$ cat src/rtl/ascii_seg_pkg.sv
// Shared types and character/glyph constants for the ASCII seven-segment scan display.
package ascii_seg_pkg;

  typedef logic [6:0] glyph_t;

  localparam glyph_t     SEG_BLANK  = 7'b1111111;
  localparam glyph_t     SEG_DASH   = 7'b0111111;
  localparam logic [7:0] CHAR_SPACE = 8'd32;
  localparam logic [7:0] CHAR_BS    = 8'd8;
  localparam logic [7:0] CHAR_MIN   = 8'd32;
  localparam logic [7:0] CHAR_MAX   = 8'd126;
  localparam logic [7:0] COUNT_MAX  = 8'd255;

  function automatic logic is_printable(input logic [7:0] ch);
    return (ch >= CHAR_MIN) && (ch <= CHAR_MAX);
  endfunction

endpackage

$ cat src/rtl/ascii_glyph_decode.sv
// Combinational ASCII byte to active-low gfedcba glyph decoder.
// Define ASCII_SEG_CASEFOLD_EN to render uppercase 'A'..'R' with the lowercase glyphs.
module ascii_glyph_decode
  import ascii_seg_pkg::*;
(
  input  logic [7:0] ch,
  output logic [6:0] glyph_c
);

  logic [7:0] folded_c;

`ifdef ASCII_SEG_CASEFOLD_EN
  assign folded_c = ((ch >= 8'd65) && (ch <= 8'd82)) ? ch + 8'd32 : ch;
`else
  assign folded_c = ch;
`endif

  always_comb begin
    glyph_c = SEG_DASH;
    case (folded_c)
      8'd32:  glyph_c = SEG_BLANK;
      8'd48:  glyph_c = 7'b1000000;
      8'd49:  glyph_c = 7'b1111001;
      8'd50:  glyph_c = 7'b0100100;
      8'd51:  glyph_c = 7'b0110000;
      8'd52:  glyph_c = 7'b0011001;
      8'd53:  glyph_c = 7'b0010010;
      8'd54:  glyph_c = 7'b0000010;
      8'd55:  glyph_c = 7'b1111000;
      8'd56:  glyph_c = 7'b0000000;
      8'd57:  glyph_c = 7'b0010000;
      8'd97:  glyph_c = 7'b0100000;
      8'd98:  glyph_c = 7'b0000011;
      8'd99:  glyph_c = 7'b0100111;
      8'd100: glyph_c = 7'b0100001;
      8'd101: glyph_c = 7'b0000100;
      8'd102: glyph_c = 7'b0001110;
      8'd103: glyph_c = 7'b0010000;
      8'd104: glyph_c = 7'b0001011;
      8'd105: glyph_c = 7'b1101111;
      8'd106: glyph_c = 7'b1110011;
      8'd107: glyph_c = 7'b0001010;
      8'd108: glyph_c = 7'b1001111;
      8'd109: glyph_c = 7'b1101011;
      8'd110: glyph_c = 7'b0101011;
      8'd111: glyph_c = 7'b0100011;
      8'd112: glyph_c = 7'b0001100;
      8'd113: glyph_c = 7'b0011000;
      8'd114: glyph_c = 7'b0101111;
      default: glyph_c = SEG_DASH;
    endcase
  end

endmodule

$ cat src/rtl/ascii_seg_scan_display.sv
// Scrolling multi-digit ASCII display: character buffer fed from the UART receiver,
// time-multiplexed common-anode scan. Glyph casefolding is set by ASCII_SEG_CASEFOLD_EN.
module ascii_seg_scan_display
  import ascii_seg_pkg::*;
#(
  parameter int unsigned NUM_DIGITS = 4,
  parameter int unsigned SCAN_DIV   = 100000
) (
  input  logic                  clk,
  input  logic                  rst,
  input  logic [7:0]            rx_data,
  input  logic                  rx_valid,
  input  logic                  clear,
  output logic [6:0]            seg,
  output logic [NUM_DIGITS-1:0] an,
  output logic                  dp,
  output logic [7:0]            char_count
);

  localparam int unsigned CNT_W = (SCAN_DIV > 1) ? $clog2(SCAN_DIV) : 1;
  localparam int unsigned IDX_W = (NUM_DIGITS > 1) ? $clog2(NUM_DIGITS) : 1;
  localparam logic [CNT_W-1:0] CNT_LAST = CNT_W'(SCAN_DIV - 1);
  localparam logic [IDX_W-1:0] IDX_LAST = IDX_W'(NUM_DIGITS - 1);

  logic [NUM_DIGITS-1:0][7:0] buffer;
  logic [CNT_W-1:0]           scan_cnt;
  logic [IDX_W-1:0]           idx;
  glyph_t                     glyph_c;

  ascii_glyph_decode u_decode (
    .ch      (buffer[idx]),
    .glyph_c (glyph_c)
  );

  // Character buffer and accepted-character count; clear outranks a same-cycle strobe.
  always_ff @(posedge clk or posedge rst) begin
    if (rst) begin
      buffer     <= {NUM_DIGITS{CHAR_SPACE}};
      char_count <= 8'd0;
    end else if (clear) begin
      buffer     <= {NUM_DIGITS{CHAR_SPACE}};
      char_count <= 8'd0;
    end else if (rx_valid) begin
      if (is_printable(rx_data)) begin
        buffer <= {buffer[NUM_DIGITS-2:0], rx_data};
        if (char_count != COUNT_MAX) begin
          char_count <= char_count + 8'd1;
        end
      end else if (rx_data == CHAR_BS) begin
        buffer <= {CHAR_SPACE, buffer[NUM_DIGITS-1:1]};
        if (char_count != 8'd0) begin
          char_count <= char_count - 8'd1;
        end
      end
    end
  end

  // Digit scan: seg and an are loaded together from the digit currently indexed.
  always_ff @(posedge clk or posedge rst) begin
    if (rst) begin
      scan_cnt <= '0;
      idx      <= '0;
      seg      <= SEG_BLANK;
      an       <= '1;
    end else begin
      seg <= glyph_c;
      an  <= ~(NUM_DIGITS'(1) << idx);
      if (scan_cnt == CNT_LAST) begin
        scan_cnt <= '0;
        idx      <= (idx == IDX_LAST) ? '0 : idx + IDX_W'(1);
      end else begin
        scan_cnt <= scan_cnt + CNT_W'(1);
      end
    end
  end

  assign dp = 1'b1;

endmodule

$ cat config.mk
export PLATFORM = sky130hd
export DESIGN_NAME = ascii_seg_scan_display
export DESIGN_NICKNAME = d
export VERILOG_FILES = /design/src/rtl/ascii_seg_pkg.sv /design/src/rtl/ascii_glyph_decode.sv /design/src/rtl/ascii_seg_scan_display.sv
export SDC_FILE = /design/constraint.sdc
export NUM_CORES = 1
export LEC_CHECK = 0
export ABC_AREA = 0
export BUFFER_PORTS_ARGS = -buffer_cell sky130_fd_sc_hd__buf_2
export CELL_PAD_IN_SITES_DETAIL_PLACEMENT = 0
export CELL_PAD_IN_SITES_GLOBAL_PLACEMENT = 1
export CORE_MARGIN = 4
export CORE_UTILIZATION = 35
export CTS_CLUSTER_SIZE = 40
export DETAILED_ROUTE_END_ITERATION = 10
export PLACE_DENSITY_LB_ADDON = 0.1
export SLEW_MARGIN = 20
export SYNTH_ARGS = -nofsm -noshare
export SYNTH_HDL_FRONTEND = slang
export SYNTH_HIERARCHICAL = 1
export SYNTH_SLANG_ARGS = --single-unit
$ cat constraint.sdc
create_clock -name clk -period 3.4 [get_ports clk]
set_input_delay 0.34 -clock clk [delete_from_list [all_inputs] [get_ports clk]]
set_output_delay 0.34 -clock clk [all_outputs]
set_load 0.05 [all_outputs]
==> results.ini, run 1 <==
[run_status]
status = complete, no violations

[place]
hpwlAfterDp_um = 7198
finalWeightedCongestion = 0.8865
port_buffers = 30

[logic_synthesis]
synth.net_count = 485
synthTopCellsByArea = dfrtp_1 (31%), dfstp_2 (9.0%), nand2_1 (5.9%)
syn_area_sq_um = 4387
avgSynthCellArea_sq_um = 9.662
synth_edf_count = 0
synth_top_area_share = 0.3137
syn_inst = 454
synth_ff_type = dfrtp_1
yosysSeqAreaShare = 0.4036
ys_types = 63
synth_warnings = 6
ys_seq_elements = 70
synth_top_area_cell = dfrtp_1
async_reset_ff_frac = 1.000

[sta]
drv_slew = 0
hold_slack_ps = 135.7
rsz0062_at_grt = no
fmax_ghz = 0.3904
slew_headroom = 0.5061
min_period_ps = 2562
setup_tns_ps = 0
worst_clock_skew_ps = 5.899
hold_viol_final = 0
tightest_slew_ps = 720.3
period_share = 0.7534
setup_viol = 0

[clocking]
insertion_delay_ps = 330
cts_buffers = 9
cts_buffer_depth = 2
ctsResizeCount = 0
cts_sinks = 70
post_cts_buffers = 0
clk_pin_slew_ps = 60
cts_root_buf = clkbuf_16
cts_tree = done
ctsHoldBuffers = 0
h-tree-depth = 3

[final_layout]
final_layout_size_suffix_gt1_frac = 0.2273
fillerInstances = 1225
fin_nets = 510
multiInputGateArea_sq_um = 2395
num_antenna_cells = 0
area_delta_synth_final_pct = 13.83
regArea_sq_um = 1770

[floorplanning]
fp.coreArea_sq_um = 12160
num_rows = 40
die-area_sq_um = 14390
dieHeight_um = 120.0
fp.dieW_um = 120.0
io_pins = 32
start_util = 0.3607

[critical_path]
cp_data_required_time_ps = 3650
cp_slowest_cell = mux4_2
path_cells = mux4_2 > inv_1 > ha_1 > inv_2 > mux4_2 > a32oi_1
critPathArrivalTime_ps = 2810
worst_setup_path_end_kind = flop
worstSetupStartpointType = flop
crit_path_max_incr_delay_ps = 670
crit_family = multiplexers
path_max_fanout = 8
setup.worst_path.class = flop to flop
crit_buf_inv = 2
cp_common_cell = mux4_2

[pwr]
p_per_area_nw_per_um2 = 471.9
ir_drop_v = 0.0002176
leakage_nw = 2.056

[drt]
first_pass_iters = 4
drtIter0Drc = 188
drc = 0
drt-vias-per-instance = 5.339
dr_total_vias = 3481
drt_wl_total_um = 10310
wire_per_inst_um = 15.81
drtAntennaViolNets = 0

[grt]
grt.overflow.total = 0
antenna_found_initial = 0
grt_first_pass_wirelength_um = 17310
grt_max_degree = 36
track_usage = 0.1484
grt_pass1_vias = 3324

[run]
cap_violations = 0

[min_path]
hold_path_class = input pin to asynchronous set/reset pin

==> sequential cells by signal, indices dropped and copies added, names as in the netlist <==
register / flops
buffer: 32
seg: 7
an: 4
char_count: 8
scan_cnt: 17
idx: 2
==> final cells by class <==
class	count	share of cell area
multi-input cells	339	0.4796
flip-flops and latches	70	0.3545
clock buffers	13	0.05011
repair buffers	41	0.04660
well taps	168	0.04209
clock inverters	3	0.01353
inverters	18	0.01353
==> where the power goes <==
part | switching, mW | total [mW] | internal, mW
clock network | 0.353 | 1.02 | 0.663
registers | 0.0340 | 0.913 | 0.879
logic | 0.287 | 0.428 | 0.141
==> per-stage QoR <==
| stage | setup WS [ps] | total power [mW] | instance area, sq um | utilization | cells |
|---|---|---|---|---|---|
| floorplan | 464.1 | 1.259 | 4387 | - | 454 |
| global placement | 665.4 | 1.359 | 4676 | 0.3845 | 636 |
| detailed placement | 637.6 | 1.358 | 4676 | 0.3845 | 636 |
| CTS | 795.7 | 2.386 | 4994 | 0.4106 | 652 |
| global route | 650.4 | 2.461 | 4994 | 0.4106 | 652 |
| finish | 838.5 | 2.357 | 4994 | 0.4106 | 652 |
==> kinds of logic (layout without fill, tap and decap cells) <==
family / after synthesis / after routing / share of synthesized area
xor gates and xnor gates: 17 / 17 / 0.03394
buffers and inverters: 45 / 75 / 0.05077
AOI/OAI and AO/OA: 104 / 104 / 0.1934
other: 1 / 1 / 0.0008549
adders and majority gates: 19 / 19 / 0.05419
and+or+nand+nor: 183 / 183 / 0.2028
DFF: 70 / 70 / 0.4036
muxes: 15 / 15 / 0.06047
==> path summary, 6_finish.rpt <==
kind                             startpoint     endpoint  slack, ps  depth (start not counted)
worst min register to register  scan_cnt[0]  scan_cnt[0]        490                          1
worst max register to register       idx[1]       seg[3]        840                          6
worst max-delay path                 idx[1]       seg[3]        840                          6
worst min-delay path                    rst       seg[5]        140                          2
max in group asynchronous               rst    buffer[5]       2750                          3
min in group clk                 rx_data[2]    buffer[2]        310                          3
==> synth_stat cells (5+ instances only) <==
| cell | number |
|---|---|
| nand2_1 | 69 |
| nor3_1 | 6 |
| nand4_1 | 8 |
| dfrtp_1 | 55 |
| nor2b_1 | 14 |
| mux4_2 | 9 |
| a22o_1 | 9 |
| dfstp_2 | 15 |
| a311oi_2 | 15 |
| o21ai_0 | 19 |
| and3_1 | 5 |
| clkbuf_1 | 12 |
| nor2_1 | 43 |
| ha_1 | 19 |
| xor2_1 | 9 |
| a311oi_1 | 8 |
| a21oi_1 | 22 |
| xnor2_1 | 8 |
| inv_1 | 16 |
| buf_2 | 7 |
| nand3_1 | 12 |
==> per-layer routing <==
| metal | share of wire | vias to the layer above | routed length, um | GRT usage |
|---|---|---|---|---|
| met5 | 0 | - | 0 | 0 |
| met2 | 0.45 | 81 | 4640 | 0.2266 |
| met4 | 0.018 | 0 | 181 | 0.05583 |
| li1 | - | 1699 | - | - |
| met1 | 0.49 | 1687 | 5100 | 0.2101 |
| met3 | 0.037 | 14 | 383 | 0.02545 |
==> placed cells by master (no fill, tap or decap), types with 4 or more instances in the layout <==
cell	instances
nand2_1	69
dfrtp_1	55
nor2_1	43
buf_2	30
a21oi_1	22
o21ai_0	19
ha_1	19
inv_1	15
a311oi_2	15
dfstp_2	15
nor2b_1	14
nand3_1	12
buf_4	11
xor2_1	9
a22o_1	9
mux4_2	9
clkbuf_16	9
nand4_1	8
xnor2_1	8
a311oi_1	8
nor3_1	6
and3_1	5
and4_1	4
a211o_1	4
nor4_1	4
mux2i_1	4
(Power assumes the default switching activity.)
==> run 2, diff against run 1 <==
==> constraint.sdc (replaced) <==
create_clock -name clk -period 2.3 [get_ports clk]
set_input_delay 0.23 -clock clk [delete_from_list [all_inputs] [get_ports clk]]
set_output_delay 0.23 -clock clk [all_outputs]
set_load 0.05 [all_outputs]
==> run 2 against run 1 <==
First-iteration DRC count shrank 7.4%. Sequential share of layout area shrank 2.1 points. Core utilization grew 2.6 points. Sequential power grew 48%. Clock-buffer cell count is the same. Design area grew 6.2%. Die area is the same. Highest routed layer unchanged.
==> results.ini, run 2 (synthesis results as in run 1) <==
[run_status]
status = complete, no violations

[critical_path]
cp_slowest_cell = mux4_2
cp.depth = 6  ; unchanged
cp_data_required_time_ps = 2540  ; -1110 ps
worst_setup_path_end_kind = flop
crit_family = multiplexers
path_cells = buf_4 > mux4_2 > nor2_1 > o221ai_2 > a311oi_1 > o21ai_1
crit_buf_inv = 1  ; -1
critPathArrivalTime_ps = 2320  ; -490 ps
worstSetupStartpointType = flop
setup.worst_path.class = flop to flop
crit_path_max_incr_delay_ps = 650  ; -20 ps
reg2regPathDepth = 6  ; unchanged
path_max_fanout = 11  ; +3

[grt]
grt_max_degree = 45  ; +25%
track_usage = 0.1547  ; +0.006309
grt.overflow.total = 0  ; unchanged
grt_first_pass_wirelength_um = 17910  ; +3.5%
grt_pass1_vias = 3509  ; +5.6%
antenna_found_initial = 0  ; unchanged

[pwr]
ir_drop_v = 0.0003295  ; +51%
swShare = 0.3019  ; +0.01583
p_clk_frac = 0.381  ; -0.050
power.internal_mw = 2.337  ; +39%
combPwrFrac = 0.217  ; +0.036
leakage_nw = 2.243  ; +9.1%
power.switching_mw = 1.011  ; +50%
p_per_area_nw_per_um2 = 631.3  ; +34%
p_seq_frac = 0.402  ; +0.015

[clocking]
h-tree-depth = 3  ; unchanged
cts_tree = done
post_cts_buffers = 0  ; unchanged
cts_sinks = 70  ; unchanged
cts_buffer_depth = 2  ; unchanged
clk_pin_slew_ps = 60  ; about the same
insertion_delay_ps = 330  ; about the same
cts_buffers = 9  ; unchanged
cts_root_buf = clkbuf_16

[final_layout]
largest_register = buffer
reg.largest.list = buffer: 32 flops, scan_cnt: 17 flops, char_count: 8 flops
final_layout_size_suffix_gt1_frac = 0.2977  ; +0.07044
num_antenna_cells = 0  ; unchanged
final_common_cell = nand2_1
area_delta_synth_final_pct = 20.91
multiInputGateArea_sq_um = 2422  ; +1.1%
fin_nets = 550  ; +7.8%
largest_register_ffs = 32  ; unchanged
final_util = 0.4361  ; +0.02551
fillerInstances = 1181  ; -3.6%
regArea_sq_um = 1772  ; about the same
final_cell_mix = nand2_1 (69), dfrtp_1 (54), buf_4 (48)

[sta]
period_share = 0.9027  ; +0.1493
setup_tns_ps = 0  ; unchanged
rsz0062_at_grt = no
hold_viol_final = 0  ; unchanged
drv_slew = 0  ; unchanged
worst_clock_skew_ps = 5.733  ; -0.1662 ps
fmax_ghz = 0.4817  ; +23%
setup_viol = 0  ; unchanged
slew_headroom = 0.5642  ; +0.05817
min_period_ps = 2076  ; -485.4 ps
tightest_slew_ps = 651.2  ; -69.06 ps

[drt]
drt-vias-per-instance = 5.212  ; -2.4%
drt_wl_total_um = 10670  ; +3.5%
wire_per_inst_um = 15.42  ; -2.5%
drc = 0  ; unchanged
dr_total_vias = 3607  ; +3.6%
drtAntennaViolNets = 0  ; unchanged
drtIter0Drc = 174  ; -7.4%
first_pass_iters = 4  ; unchanged

[floorplanning]
num_rows = 40  ; unchanged
start_util = 0.3607  ; unchanged
dieHeight_um = 120.0  ; unchanged
io_pins = 32  ; unchanged
die-area_sq_um = 14390  ; unchanged
fp.coreArea_sq_um = 12160  ; unchanged
fp.dieW_um = 120.0  ; unchanged

[place]
finalWeightedCongestion = 0.8077  ; -8.9%
port_buffers = 30  ; unchanged
hpwlAfterDp_um = 7685  ; +6.8%

[run]
cap_violations = 0  ; unchanged

[min_path]
hold_path_class = input pin to flop
min_path_cells = 4

## run 2: cell types whose count changed in the layout (fill, tap and decap cells not counted), sizes merged
cell         delta
bufinv          -2
clkinv          +2
dlygate4sd3     +1
buf            +39
## run 2: repair_timing
action | in CTS | in global routing
hold endpoints to repair | 17 | 0
hold buffers | 1 | 0
setup endpoints to repair | 0 | 2
gates resized for setup | 0 | 1
## run 2: tightest hold or removal path, stage by stage
cell and delay [ps]:
buf_2 100, buf_4 130, nand2_1 60, a311oi_2 80
## run 2: through the flow
stage | setup slack [ps] | power [mW] | area (sq um) | cells | hold slack, ps
after detailed placement | -111.3 | 2.098 | 5021 | 675 | 339.5
after global placement | -76.05 | 2.097 | 5021 | 675 | 323.8
after floorplan | -278.8 | 1.875 | 4436 | 454 | 408.8
after global routing | 47.49 | 3.523 | 5304 | 692 | 331.9
final | 223.9 | 3.348 | 5304 | 692 | 323.5
after CTS | 137.1 | 3.395 | 5303 | 692 | 317.1
## run 2: power by group through the flow
stage / Clock [mW] / Sequential [mW] / Combinational (mW)
2_1_floorplan: 0 / 1.45 / 0.427
3_3_place_gp: 0 / 1.37 / 0.730
3_5_place_dp: 0 / 1.37 / 0.731
4_1_cts: 1.31 / 1.35 / 0.734
5_1_grt: 1.37 / 1.35 / 0.804
6_report: 1.27 / 1.35 / 0.727
## run 2: worst paths after layout
check	endpoint	start	slack, ps
max	seg[2]	idx[1]	220
min	buffer[4]	rx_data[4]	320
max reg2reg	seg[2]	idx[1]	220
min reg2reg	scan_cnt[0]	scan_cnt[0]	480
max in group asynchronous	buffer[29]	rst	1090
min in group asynchronous	scan_cnt[16]	rst	520
## run 2: layout make-up
| cell class | instances | area share |
|---|---|---|
| clock inverters | 3 | 0.004010 |
| clock buffers | 13 | 0.04718 |
| flip-flops and latches | 70 | 0.3340 |
| well taps | 168 | 0.03963 |
| repair buffers | 81 | 0.1057 |
| inverters | 18 | 0.01274 |
| multi-input cells | 339 | 0.4567 |
## run 2: layer usage
layer / vias to the layer above / global-route usage / routed length [um]
li1: 1763 / - / -
met1: 1768 / 0.2176 / 5291
met2: 67 / 0.2431 / 4911
met3: 9 / 0.02780 / 347
met4: 0 / 0.04653 / 117
met5: - / 0 / 0
